## src/rtl/irq_plic_lite_pkg.sv

```systemverilog
// Shared definitions for the lite platform interrupt controller: register map and gateway states.
package irq_plic_lite_pkg;

  // Width of a source ID; ID 0 means "no source".
  localparam int unsigned ID_W = 5;

  // Byte offsets of the register map.
  localparam logic [7:0] PLIC_PRIO_BASE = 8'h00;
  localparam logic [7:0] PLIC_PENDING   = 8'h80;
  localparam logic [7:0] PLIC_ENABLE    = 8'h84;
  localparam logic [7:0] PLIC_THRESH    = 8'h88;
  localparam logic [7:0] PLIC_CLAIM     = 8'h8C;

  // Per-source gateway states.
  typedef enum logic [1:0] {
    GW_IDLE    = 2'd0,
    GW_PENDING = 2'd1,
    GW_CLAIMED = 2'd2
  } gw_state_e;

endpackage

```

## src/rtl/irq_gateway.sv

```systemverilog
// Per-source interrupt gateway: input synchroniser, rising-edge detect, one-deep edge flag and
// the IDLE/PENDING/CLAIMED handshake state machine.
module irq_gateway
  import irq_plic_lite_pkg::*;
#(
  parameter int unsigned SYNC_STAGES = 2,
  parameter bit          IS_EDGE     = 1'b0
) (
  input  logic clk_i,
  input  logic rst_i,
  input  logic src_i,
  input  logic claim_i,
  input  logic complete_i,
  output logic pending_o
);

  logic      s;
  logic      s_prev_q;
  logic      rise;
  logic      trigger;
  logic      flag_q, flag_d;
  gw_state_e state_q, state_d;

  if (SYNC_STAGES == 0) begin : g_nosync
    assign s = src_i;
  end else begin : g_sync
    logic [SYNC_STAGES-1:0] sync_q;

    // Shift the raw line through the synchroniser chain.
    always_ff @(posedge clk_i) begin
      if (rst_i) begin
        sync_q <= '0;
      end else begin
        sync_q <= SYNC_STAGES'({sync_q, src_i});
      end
    end

    assign s = sync_q[SYNC_STAGES-1];
  end

  // Remember the previous synchronised level for edge detection.
  always_ff @(posedge clk_i) begin
    if (rst_i) begin
      s_prev_q <= 1'b0;
    end else begin
      s_prev_q <= s;
    end
  end

  assign rise    = s & ~s_prev_q;
  // An edge source also fires from an edge remembered while it was claimed.
  assign trigger = IS_EDGE ? (rise | flag_q) : s;

  // Gateway state and edge flag registers.
  always_ff @(posedge clk_i) begin
    if (rst_i) begin
      state_q <= GW_IDLE;
      flag_q  <= 1'b0;
    end else begin
      state_q <= state_d;
      flag_q  <= flag_d;
    end
  end

  // Next-state logic for the handshake FSM and edge flag.
  always_comb begin
    state_d = state_q;
    flag_d  = flag_q;
    unique case (state_q)
      GW_IDLE: begin
        if (trigger) begin
          state_d = GW_PENDING;
          flag_d  = 1'b0;
        end
      end
      GW_PENDING: begin
        if (claim_i) begin
          state_d = GW_CLAIMED;
        end
      end
      GW_CLAIMED: begin
        // Only one edge is remembered; later ones while the flag is set are dropped.
        if (IS_EDGE && rise) begin
          flag_d = 1'b1;
        end
        if (complete_i) begin
          state_d = GW_IDLE;
        end
      end
      default: begin
        state_d = GW_IDLE;
      end
    endcase
  end

  assign pending_o = (state_q == GW_PENDING);

endmodule

```

## src/rtl/irq_plic_lite.sv

```systemverilog
// Lite platform-level interrupt controller: per-source gateways, priority/enable/threshold
// registers, highest-priority arbiter and a claim/complete register port.
module irq_plic_lite
  import irq_plic_lite_pkg::*;
#(
  parameter int unsigned NUM_SRC     = 8,
  parameter int unsigned PRIO_W      = 3,
  parameter logic [31:0] EDGE_MASK   = 32'h0,
  parameter int unsigned SYNC_STAGES = 2
) (
  input  logic               clk_i,
  input  logic               rst_i,
  input  logic [NUM_SRC:0]   src_i,
  input  logic               reg_ce_i,
  input  logic               reg_we_i,
  input  logic [7:0]         reg_addr_i,
  input  logic [31:0]        reg_wdata_i,
  output logic [31:0]        reg_rdata_o,
  output logic               irq_external_o,
  output logic [ID_W-1:0]    claim_id_o
);

  localparam logic [ID_W-1:0] MaxId = ID_W'(NUM_SRC);

  logic [PRIO_W-1:0] prio_q [NUM_SRC:1];
  logic [NUM_SRC:1]  enable_q;
  logic [PRIO_W-1:0] thresh_q;
  logic [NUM_SRC:1]  pending;
  logic [NUM_SRC:1]  cand;

  logic [ID_W-1:0]   best_id;
  logic [PRIO_W-1:0] best_prio;

  logic [31:0]       rdata_d, rdata_q;
  logic              irq_q;
  logic [ID_W-1:0]   claim_id_q;

  logic              rd_en, wr_en;
  logic              prio_sel;
  logic [ID_W-1:0]   prio_idx;
  logic              claim_fire, complete_fire;

  // Bit 0 of the source bus is the reserved "none" ID and has no gateway.
  logic unused_src0;
  assign unused_src0 = src_i[0];

  assign rd_en    = reg_ce_i & ~reg_we_i;
  assign wr_en    = reg_ce_i & reg_we_i;
  assign prio_idx = reg_addr_i[6:2];
  // Priority window covers word-aligned offsets below 0x80; ID 0 has no register.
  assign prio_sel = (reg_addr_i[7] == PLIC_PRIO_BASE[7]) && (reg_addr_i[1:0] == 2'b00) &&
                    (prio_idx != '0) && (prio_idx <= MaxId);

  assign claim_fire    = rd_en && (reg_addr_i == PLIC_CLAIM);
  assign complete_fire = wr_en && (reg_addr_i == PLIC_CLAIM);

  // Gateways and threshold comparison, one per source.
  for (genvar g = 1; g <= NUM_SRC; g++) begin : g_src
    irq_gateway #(
      .SYNC_STAGES (SYNC_STAGES),
      .IS_EDGE     (EDGE_MASK[g])
    ) u_gw (
      .clk_i      (clk_i),
      .rst_i      (rst_i),
      .src_i      (src_i[g]),
      .claim_i    (claim_fire && (best_id == ID_W'(g))),
      .complete_i (complete_fire && (reg_wdata_i == 32'(g))),
      .pending_o  (pending[g])
    );

    assign cand[g] = pending[g] & enable_q[g] & (prio_q[g] > thresh_q);
  end

  // Highest priority wins; strict compare keeps the lowest ID on ties.
  always_comb begin
    best_id   = '0;
    best_prio = '0;
    for (int i = 1; i <= int'(NUM_SRC); i++) begin
      if (cand[i] && (prio_q[i] > best_prio)) begin
        best_id   = ID_W'(i);
        best_prio = prio_q[i];
      end
    end
  end

  // Configuration register writes.
  always_ff @(posedge clk_i) begin
    if (rst_i) begin
      for (int i = 1; i <= int'(NUM_SRC); i++) begin
        prio_q[i] <= '0;
      end
      enable_q <= '0;
      thresh_q <= '0;
    end else if (wr_en) begin
      for (int i = 1; i <= int'(NUM_SRC); i++) begin
        if (prio_sel && (prio_idx == ID_W'(i))) begin
          prio_q[i] <= reg_wdata_i[PRIO_W-1:0];
        end
      end
      if (reg_addr_i == PLIC_ENABLE) begin
        enable_q <= reg_wdata_i[NUM_SRC:1];
      end
      if (reg_addr_i == PLIC_THRESH) begin
        thresh_q <= reg_wdata_i[PRIO_W-1:0];
      end
    end
  end

  // Read mux; unmapped offsets return zero.
  always_comb begin
    rdata_d = '0;
    if (prio_sel) begin
      for (int i = 1; i <= int'(NUM_SRC); i++) begin
        if (prio_idx == ID_W'(i)) begin
          rdata_d = 32'(prio_q[i]);
        end
      end
    end else begin
      case (reg_addr_i)
        PLIC_PENDING: rdata_d[NUM_SRC:1] = pending;
        PLIC_ENABLE:  rdata_d[NUM_SRC:1] = enable_q;
        PLIC_THRESH:  rdata_d = 32'(thresh_q);
        PLIC_CLAIM:   rdata_d = 32'(best_id);
        default:      rdata_d = '0;
      endcase
    end
  end

  // Registered read data, interrupt request and last-claimed ID.
  always_ff @(posedge clk_i) begin
    if (rst_i) begin
      rdata_q    <= '0;
      irq_q      <= 1'b0;
      claim_id_q <= '0;
    end else begin
      irq_q <= (best_id != '0);
      if (rd_en) begin
        rdata_q <= rdata_d;
      end
      // An empty claim leaves the debug ID untouched.
      if (claim_fire && (best_id != '0)) begin
        claim_id_q <= best_id;
      end
    end
  end

  assign reg_rdata_o    = rdata_q;
  assign irq_external_o = irq_q;
  assign claim_id_o     = claim_id_q;

endmodule

```

## config.mk

```make
export PLATFORM = sky130hd
export DESIGN_NAME = irq_plic_lite
export DESIGN_NICKNAME = d
export VERILOG_FILES = /design/src/rtl/irq_plic_lite_pkg.sv /design/src/rtl/irq_gateway.sv /design/src/rtl/irq_plic_lite.sv
export SDC_FILE = /design/constraint.sdc
export NUM_CORES = 1
export LEC_CHECK = 0
export BUFFER_PORTS_ARGS = -buffer_cell sky130_fd_sc_hd__buf_2
export CELL_PAD_IN_SITES_DETAIL_PLACEMENT = 2
export CELL_PAD_IN_SITES_GLOBAL_PLACEMENT = 2
export CORE_ASPECT_RATIO = 1.75
export CORE_MARGIN = 2
export CORE_UTILIZATION = 37
export DETAILED_ROUTE_END_ITERATION = 10
export PLACE_DENSITY_LB_ADDON = 0.3
export SYNTH_ARGS = -nofsm -noshare
export SYNTH_HDL_FRONTEND = slang
export SYNTH_SLANG_ARGS = --single-unit
```

## constraint.sdc

```tcl
create_clock -name clk_i -period 22.6 [get_ports clk_i]
set_input_delay 4.52 -clock clk_i [delete_from_list [all_inputs] [get_ports clk_i]]
set_output_delay 4.52 -clock clk_i [all_outputs]
set_load 0.05 [all_outputs]
```

# --- Word level (Yosys, flattened, before mapping) ---
# Memory sizes are Yosys's and may differ from the RTL's.
# Index checks and enable logic that the tools add are counted.
# Widths: inputs -> output; s select.
word_totals:
  ramBits: 24
  n_memories: 1
  regBits: 81
op_classes:
  muxes: 100
  n_eq_ne: 68
  bitwise_logic: 28
  n_reduce_logical: 59
  magnitude_cmp: 17
memory_table:
  columns: ["memory", "words", "width", "rd", "rd_clocked_by_memory_dff", "wr", "line_no", "source"]
  rows:
  - ["prio_q", 8, 3, 8, 0, 8, "irq_plic_lite.sv:25", "logic [PRIO_W-1:0] prio_q [NUM_SRC:1];"]
op_table:
  columns: ["operator", "count"]
  rows:
  - ["$mux 32", 8]
  - ["$eq 32x3->1 const B", 4]
  - ["$eq 32x2->1 const B", 2]
  - ["$mux 2", 24]
  - ["$mux 3", 16]
  - ["$ne 2x1->1 const B", 24]
  - ["$pmux 2 s3", 8]
  - ["$gt 3x3->1", 15]
  - ["$eq 5x3->1 const B", 8]
  - ["$logic_and 1x1->1", 38]
  - ["$mux 1", 35]
  - ["$mux 5", 7]
  - ["$eq 32x1->1 const B", 1]
  - ["$eq 32x4->1 const B", 1]
  - ["$eq 8x8->1 const B", 4]
  - ["$pmux 8 s4", 1]
  - ["$reduce_and 3->1", 8]
  - ["$eq 5x2->1 const B", 4]
  - ["$and 1x1->1", 18]
  - ["$logic_not 2->1", 9]
  - ["$eq 2x1->1 const B", 8]
  - ["$eq 2x2->1 const B", 8]
  - ["$eq 5x1->1 const B", 2]
  - ["$eq 5x4->1 const B", 2]
  - ["other kinds (7)", 17]

# --- Depth between registers and ports, before layout ---
# Gate-level depths: netlist (run 1).
logic_depth:
  depth_word: 30
  mapped_depth: 56

# --- Cells and area by module ---
# A second synthesis (run 1) with hierarchy kept.
hier_totals:
  hier_cells: 592
  hier_area_um2: 5186.2
by_module_without_submodules:
  columns: ["module", "cells_each", "n_inst", "area_per_inst_um2"]
  rows:
  - ["irq_plic_lite", 496, 1, 4085.2]
  - ["irq_gateway", 12, 8, 137.6]

# --- Worst setup path before layout (run 1) ---
# No wires, ideal clock.
synth_path:
  path_kind: "register to register"
  start: "register thresh_q[2]"
  end: "register claim_id_q[1] (netlist: claim_id_o[1])"
  synth_period_minus_slack_ns: 10.486
  path_stages_with_launch: 53
  t_required_ns: 22.465
  setup_time_ns: 0.135
  arrival_ns: 10.350
  setup_slack_ns: 12.114
  cell_sequence: "dfxtp_1 inv_1 ha_1 nand2_1 o21ai_1 nand3_2 ha_1 nand3b_1 a22oi_1 and3_1 buf_6 mux2_2 ha_1 o21ai_1 nand4_4 o211ai_2 o21ai_0 ha_1 [... 17 more ...] a211o_1 o2111ai_2 mux2_2 ha_1 nand3_1 nand4_1 a221oi_1 inv_1 mux2_2 ha_1 nand3_1 nand4_1 a221oi_1 nor2_1 nand3_1 o21ai_0 o211ai_1 o22ai_1"
synth_between:
  elab_chain_len: 27
  word_cells_on_any_way: 48
synth_rtl:
  columns: ["item", "line_no", "source"]
  rows:
  - ["start: declaration", "irq_plic_lite.sv:27", "logic [PRIO_W-1:0] thresh_q;"]
  - ["start signal: assignment", "irq_plic_lite.sv:104", "thresh_q <= reg_wdata_i[PRIO_W-1:0];"]
  - ["$gt 3x3->1", "irq_plic_lite.sv:71", "assign cand[g] = pending[g] & enable_q[g] & (prio_q[g] > thresh_q);"]
  - ["$and 1x1->1", "irq_plic_lite.sv:71", null]
  - ["$logic_and 1x1->1", "irq_plic_lite.sv:79", "if (cand[i] && (prio_q[i] > best_prio)) begin"]
  - ["$mux 3", "irq_plic_lite.sv:79", null]
  - ["$gt 3x3->1", "irq_plic_lite.sv:79", null]
  - ["$logic_and 1x1->1", "irq_plic_lite.sv:79", null]
  - ["$mux 3", "irq_plic_lite.sv:79", null]
  - ["$gt 3x3->1", "irq_plic_lite.sv:79", null]
  - ["[... 11 more ...]", null, null]
  - ["$gt 3x3->1", "irq_plic_lite.sv:79", null]
  - ["$logic_and 1x1->1", "irq_plic_lite.sv:79", null]
  - ["$mux 3", "irq_plic_lite.sv:79", null]
  - ["$gt 3x3->1", "irq_plic_lite.sv:79", null]
  - ["$logic_and 1x1->1", "irq_plic_lite.sv:79", null]
  - ["$mux 5 (*)", "irq_plic_lite.sv:79", null]
  - ["$reduce_bool 5->1", "irq_plic_lite.sv:141", "if (claim_fire && (best_id != '0)) begin"]
  - ["$logic_and 1x1->1", "irq_plic_lite.sv:141", null]
  - ["end signal: assignment", "irq_plic_lite.sv:142", "claim_id_q <= best_id;"]
  - ["end: declaration", "irq_plic_lite.sv:36", "logic [ID_W-1:0] claim_id_q;"]
# Every way passes the cells marked *; elsewhere a longest branch is shown, timed or not.
# A chain may end at the register's enable or synchronous reset.

# --- Worst setup path after layout (run 1) ---
layout_path:
  start: "register thresh_q[2]"
  end: "register g_src[1].u_gw.state_q[0]"
layout_between:
  elab_chain_len: 29
  word_cells_on_any_way: 50
layout_rtl:
  columns: ["item", "line_no", "source"]
  rows:
  - ["$gt 3x3->1", "irq_plic_lite.sv:71", null]
  - ["$and 1x1->1", "irq_plic_lite.sv:71", null]
  - ["$logic_and 1x1->1", "irq_plic_lite.sv:79", null]
  - ["$mux 3", "irq_plic_lite.sv:79", null]
  - ["$gt 3x3->1", "irq_plic_lite.sv:79", null]
  - ["$logic_and 1x1->1", "irq_plic_lite.sv:79", null]
  - ["$mux 3", "irq_plic_lite.sv:79", null]
  - ["$gt 3x3->1", "irq_plic_lite.sv:79", null]
  - ["[... 13 more ...]", null, null]
  - ["$mux 3", "irq_plic_lite.sv:79", null]
  - ["$gt 3x3->1", "irq_plic_lite.sv:79", null]
  - ["$logic_and 1x1->1", "irq_plic_lite.sv:79", null]
  - ["$mux 5 (*)", "irq_plic_lite.sv:79", null]
  - ["$eq 5x1->1 (*)", "irq_plic_lite.sv:66", ".claim_i (claim_fire && (best_id == ID_W'(g))),"]
  - ["$logic_and 1x1->1 (*)", "irq_plic_lite.sv:66", null]
  - ["$ne 2x1->1 (no source line) (*)", null, null]
  - ["$reduce_and 3->1 (no source line) (*)", null, null]
  - ["end signal: assignment", "irq_gateway.sv:60", "state_q <= state_d;"]
  - ["end: declaration", "irq_gateway.sv:22", "gw_state_e state_q, state_d;"]
# Marked as above.

==> impl_metrics.toml, run 1 <==
[logic_synthesis]
ys_ff_latch = 81
syn-cell-area_sq_um = 5170
syn_avg_cell_area_sq_um = 8.70
synth_cells = 595
synth_edf_count = 24
ys_warn_count = 0
synth_top_area_share_pct = 22.1
ys_seq_area_share_pct = 36.0
synthFlopType = "dfxtp_1"
synth_area_leaders = "dfxtp_1, edfxtp_1, ha_1"
synth_top_cell_by_area = "dfxtp_1"
synthArstFlopShare_pct = 0
synthDistinctLibCells = 67

[finish]
drive_gt1_share_pct = 16.8
syn_to_final_growth_pct = 13.7
diodes = 0
design_area_sq_um = 5880
finalNonFillerCells = 838
layout.nets = 750

[setup_path]
cpPeakStageDelay_ns = 0.88
critPathRequiredTime_ns = 22.84
cp_common_cell = "ha_1"
worstPathArrival_ns = 13.46
worst_setup_path_start_kind = "register"
crit_slowest_cell = "a221oi_1"
ff2ff_setup_slack_ns = 9.38
critical_path_class = "register to register"
worstPathMaxFanout = 10
crit_path_end_kind = "register"

[pwr]
power_density_nw_per_um2 = 59.3
total_power_mw = 0.349
ir_drop_mv = 0.0470
p_leak_nw = 2.40

[sta]
fmax_mhz = 75.6
fin_crit_ns = 13.22
rsz0062_at_grt = "no"
timing.final.crit_share_pct = 58.5
setup_viol = 0
hold_violations = 0
fin_skew_ns = 0.0101
slew_viol_final = 0
worstMarginPinSlew_ns = 1.02
slew_headroom_pct = 32.0
fin_tns_setup_ns = 0
layout_setup_ws_ns = 9.38

[cts]
cts_tree = "yes"
post_cts_resized = 0
insertion_delay_ns = 0.34
root_buffer = "clkbuf_16"
cts.sinks = 81
htreeDepth = 3
hold_buffers = 0
cts_buffer_depth = 2
cts.clk_slew.worst_paths_ns = 0.06
cts_setup_buffers = 0
numCtsBuffers = 9

[drt]
drt-initial-drc-count = 187
drc_errors = 0
first_pass_iters = 4
vias = 4827
wl_um = 18800
avgViaCountPerCell = 5.76
antenna_left = 0
routedWlPerCell_um = 22.4

[floorplanning]
ios = 91
die_h_um = 160
core_sq_um = 13800
die_area_sq_um = 15000
dieWidth_um = 93.4
rows = 57
start_util_pct = 37.6

[status]
status = "finished, final reports clean"

[flow_run]
drv_cap = 0

[grt]
grt_max_degree = 56
overflow = 0
grt_pass1_vias = 5464
grt_pass1_wl_um = 29200
grt.total_usage_pct = 25.6
antenna_found_initial = 0

[hold_path]
hp-class = "register to register"

[placed_design]
dpl.hpwl_um = 14600
gp_congestion = 0.848
place_ws_ns = 9.57
portBuffers = 65
placed_area_sq_um = 5580
dp_cells = 822
==> report_power, final <==
part / leakage, nW / total, mW / internal, mW / switching [mW]
Clock: 0.147 / 0.149 / 0.0877 / 0.0618
Combinational: 1.56 / 0.0405 / 0.0119 / 0.0285
Sequential: 0.692 / 0.159 / 0.154 / 0.00475
Total: 2.40 / 0.349 / 0.254 / 0.0951
==> critical path, delay by kind of cell (launching register included) <==
family | cells | cell delay [ns]
AOI/OAI and AO/OA | 17 | 4.52
adders and majority gates | 8 | 2.31
buffers and inverters | 3 | 0.63
DFF | 1 | 0.36
muxes | 4 | 1.52
and+or+nand+nor | 21 | 3.79
==> cell type report <==
type,instances,area (sq um)
fillers,1580,7880
multi-input cells,468,3040
flip-flops and latches,81,1860
repair buffers,67,340
clock buffers,12,278
well taps,177,221
inverters,29,109
clock inverters,4,30.0
==> per-layer routing <==
metal | share of wire (%) | global-route usage, % | vias up
met5 | 0 | 0 | -
met4 | 6.1 | 15.2 | 0
met3 | 2.3 | 2.58 | 58
met2 | 57 | 49.9 | 108
met1 | 34 | 25.0 | 2415
li1 | - | - | 2246
==> flip-flops by register name, summed over array words and instances (netlist names) <==
name / cells
prio_q: 24
enable_q: 8
irq_external_o: 1
claim_id_o: 4
reg_rdata_o: 9
g_src.u_gw.g_sync.sync_q: 16
g_src.u_gw.state_q: 16
thresh_q: 3
==> synthesized netlist by cell type, drive strengths merged (3+ instances only) <==
library cell / instances
a211oi: 5
a21oi: 25
a22oi: 12
a31oi: 9
and2: 6
and3: 9
buf: 27
clkbuf: 13
dfxtp: 57
edfxtp: 24
ha: 41
inv: 29
mux2: 10
mux2i: 12
nand2: 42
nand3: 25
nand3b: 9
nand4: 7
nor2: 76
nor2b: 32
nor3: 13
nor3b: 6
nor4: 8
nor4b: 4
o211ai: 3
o21a: 5
o21ai: 38
o21bai: 3
o221ai: 3
o22ai: 5
or3: 4
or4: 3
==> metrics by stage <==
stage               hold WS (ns)  util [%]
global route               0.461      42.7
CTS                        0.448      42.7
detailed placement         0.433      40.5
finish                     0.438      42.7
global placement           0.417      40.5
floorplan                  0.414         -
==> final timing paths <==
check,start,end,cells after the start
worst min register to register,g_src[3].u_gw.g_sync.sync_q[0],g_src[3].u_gw.g_sync.sync_q[1],1
worst max register to register,thresh_q[2],g_src[1].u_gw.state_q[0],53
worst min-delay path,g_src[3].u_gw.g_sync.sync_q[0],g_src[3].u_gw.g_sync.sync_q[1],1
worst max-delay path,thresh_q[2],g_src[1].u_gw.state_q[0],53
==> cell families after synthesis <==
group,share of synthesized area [%]
AO/OA/AOI/OAI,17.6
other,0.0725
XOR/XNOR,0.169
AND/OR/NAND/NOR,24.9
adder cells (fa/ha/maj),9.91
flip-flops,36.0
buffers and inverters,6.89
multiplexers,4.50
==> cell usage in the layout (no fill, tap or decap), types with 25 or more instances in the layout <==
cell type / n
a21oi_1: 25
buf_2: 65
nand2_1: 42
nor2b_1: 32
ha_1: 41
o21ai_0: 33
inv_1: 29
dfxtp_1: 57
nor2_1: 76
No activity file was read; power rests on OpenSTA's default activity.
==> inputs of run 2 (changes only) <==
--- a/config.mk
+++ b/config.mk
@@ -5,12 +5,13 @@
 export SDC_FILE = /design/constraint.sdc
 export NUM_CORES = 1
 export LEC_CHECK = 0
+export ABC_AREA = 1
 export BUFFER_PORTS_ARGS = -buffer_cell sky130_fd_sc_hd__buf_2
 export CELL_PAD_IN_SITES_DETAIL_PLACEMENT = 2
 export CELL_PAD_IN_SITES_GLOBAL_PLACEMENT = 2
 export CORE_ASPECT_RATIO = 1.75
 export CORE_MARGIN = 2
-export CORE_UTILIZATION = 37
+export CORE_UTILIZATION = 32
 export DETAILED_ROUTE_END_ITERATION = 10
 export PLACE_DENSITY_LB_ADDON = 0.3
 export SYNTH_ARGS = -nofsm -noshare
==> constraint.sdc (replaced) <==
create_clock -name clk_i -period 13.72 [get_ports clk_i]
set_input_delay 2.744 -clock clk_i [delete_from_list [all_inputs] [get_ports clk_i]]
set_output_delay 2.744 -clock clk_i [all_outputs]
set_load 0.05 [all_outputs]
==> run 2 against run 1 <==
  * Global-route usage decreased by 2.7 points
  * Cell count up 17%
  * Hold slack lost 0.026 ns
  * Non-clock buffer count unchanged
  * Register-to-register slack got worse by 6.1 ns
  * Count of clock-buffer cells in the layout fell by 1
  * Clock power is 52% higher
  * Routed wire length increased by 1.3%
  * Setup slack lost 6.1 ns
  * Sequential power grew 64%
==> impl_metrics.toml, run 2 <==
[grt]
grt.total_usage_pct = 22.9
grt_pass1_wl_um = 30600
grt_max_degree = 41
overflow = 0
antenna_found_initial = 0
grt_pass1_vias = 5938

[sta]
fin_tns_setup_ns = 0
timing.final.crit_share_pct = 75.8
setup_viol = 0
hold_slack_ns = 0.412
hold_violations = 0
slew_headroom_pct = 35.3
fmax_mhz = 96.1
slew_viol_final = 0
fin_crit_ns = 10.40
rsz0062_at_grt = "no"
worstMarginPinSlew_ns = 0.961
fin_skew_ns = 0.0107

[logic_synthesis]
synthArstFlopShare_pct = 0
ys_warn_count = 0
syn_avg_cell_area_sq_um = 7.34
synthMuxAreaShare_pct = 0
synthDistinctLibCells = 43
yosys.area_share.simple_pct = 29.6
syn-cell-area_sq_um = 5260
ys_seq_area_share_pct = 35.4
synth_top_family_by_area = "simple AND/OR/NAND/NOR gates"
synthAdderAreaFrac_pct = 9.76
synth_top_cell_by_area = "dfxtp_1"
synth_edf_count = 24
synth.most_common_cell = "nand2_1"
ys_ff_latch = 81
synth_top_area_share_pct = 21.7
synth_compound_area_share_pct = 14.1
synth_area_leaders = "dfxtp_1, edfxtp_1, ha_1"
synth-xor-area-share_pct = 0
synth_cells = 716
synth_commonest_cells = "nand2_1, nor2_1, inv_1"
synthFlopType = "dfxtp_1"

[drt]
drc_errors = 0
vias = 5204
routedWlPerCell_um = 19.4
avgViaCountPerCell = 5.31
first_pass_iters = 4
drt-initial-drc-count = 211
antenna_left = 0
wl_um = 19000

[floorplanning]
dieWidth_um = 101
rows = 62
die_area_sq_um = 17500
core_sq_um = 16200
die_h_um = 174
start_util_pct = 32.4
ios = 91

[setup_path]
critPathRequiredTime_ns = 13.92
cpPeakStageDelay_ns = 0.41
setup.worst_path.start = "thresh_q[2]"
crit_path_end_kind = "register"
worst_setup_path_start_kind = "register"
worstPathArrival_ns = 10.60
critical_path_class = "register to register"
crit_slowest_cell = "inv_1"
r2r_start = "thresh_q[2]"
worstPathMaxFanout = 9
cp_common_cell = "nand2_1"

[cts]
root_buffer = "clkbuf_16"
post_cts_resized = 0
numCtsBuffers = 9
cts_setup_buffers = 0
cts.clk_slew.worst_paths_ns = 0.06
cts.sinks = 81
insertion_delay_ns = 0.35
cts_tree = "yes"
hold_buffers = 0
htreeDepth = 3
cts_buffer_depth = 2

[finish]
drive_gt1_share_pct = 16.0
design_area_sq_um = 5980
mostFrequentLayoutCells = "nand2_1, nor2_1, inv_1"
fin_util_pct = 36.9
final_common_cell = "nand2_1"
diodes = 0
reg_top3 = "prio_q x24, g_src.u_gw.g_sync.sync_q x16, g_src.u_gw.state_q x16"
syn_to_final_growth_pct = 13.8
fillers = 1956
largest_reg_flops = 24
layout.nets = 877
top_register = "prio_q"

[hold_path]
hp-class = "register to register"
min-delay-start = "g_src[2].u_gw.g_sync.sync_q[0]"

[status]
status = "finished, final reports clean"

[pwr]
ir_drop_mv = 0.0658
power_density_nw_per_um2 = 93.1
p_leak_nw = 2.64

[placed_design]
portBuffers = 65
placed_area_sq_um = 5710
gp_congestion = 0.890
dpl.hpwl_um = 15700

[flow_run]
drv_cap = 0
run 2: cell count changes in the layout (fill, tap and decap cells not counted), sizes merged, moves of 24 or more:
| cell | change |
|---|---|
| a21oi | +27 |
| inv | +62 |
| nand2 | +103 |
| nand3 | +28 |
| nor2 | +24 |
| nor2b | -32 |
run 2: where the power goes:
part	leakage, nW	switching [mW]	internal, mW	total, mW
Sequential	0.692	0.00605	0.254	0.260
Combinational	1.81	0.0515	0.0186	0.0701
Clock	0.138	0.0996	0.128	0.227
run 2: cell type report:
cell class                      count  area (sq um)  area share, %
Tap cell                          192           240           4.02
Sequential cell                    81          1860           31.1
Timing Repair Buffer               67           340           5.69
Clock buffer                       11           244           4.08
Clock inverter                      5          31.3          0.523
Inverter                           98           368           6.15
Multi-Input combinational cell    526          2900           48.4
run 2: logic make-up after synthesis:
group           count (synthesis)
other cells                     1
flops                          81
fa+ha+maj                      41
buf+inv                       132
compound gates                129
simple gates                  332
run 2: metrics by stage:
step                      std cells  total power, mW  setup WS, ns
final                           980            0.557          3.32
after global routing            980            0.579          2.24
after CTS                       980            0.563          3.13
after detailed placement        964            0.336          3.18
after global placement          964            0.330          3.82
after floorplan                 739            0.315          5.39
run 2: path summary, 6_finish.rpt:
check	slack [ns]	to	cells after the start
worst max-delay path	3.32	g_src[5].u_gw.state_q[0]	56
worst min register to register	0.41	g_src[2].u_gw.g_sync.sync_q[1]	2
worst min-delay path	0.41	g_src[2].u_gw.g_sync.sync_q[1]	2
worst max register to register	3.32	g_src[5].u_gw.state_q[0]	56
run 2: per-layer routing:
metal	vias up	part of all wire, %	GRT usage [%]
met4	0	4.3	10.9
met5	-	0	0
met3	42	2.6	2.82
met2	112	59	46.8
li1	2479	-	-
met1	2571	34	21.2
run 2: critical path: cells and delay by family (launching register included):
family	cells	cell delay (ns)
AO/OA/AOI/OAI	10	2.50
adder cells (fa/ha/maj)	8	2.50
buffers and inverters	4	0.68
flip-flops	1	0.31
AND/OR/NAND/NOR	34	4.24
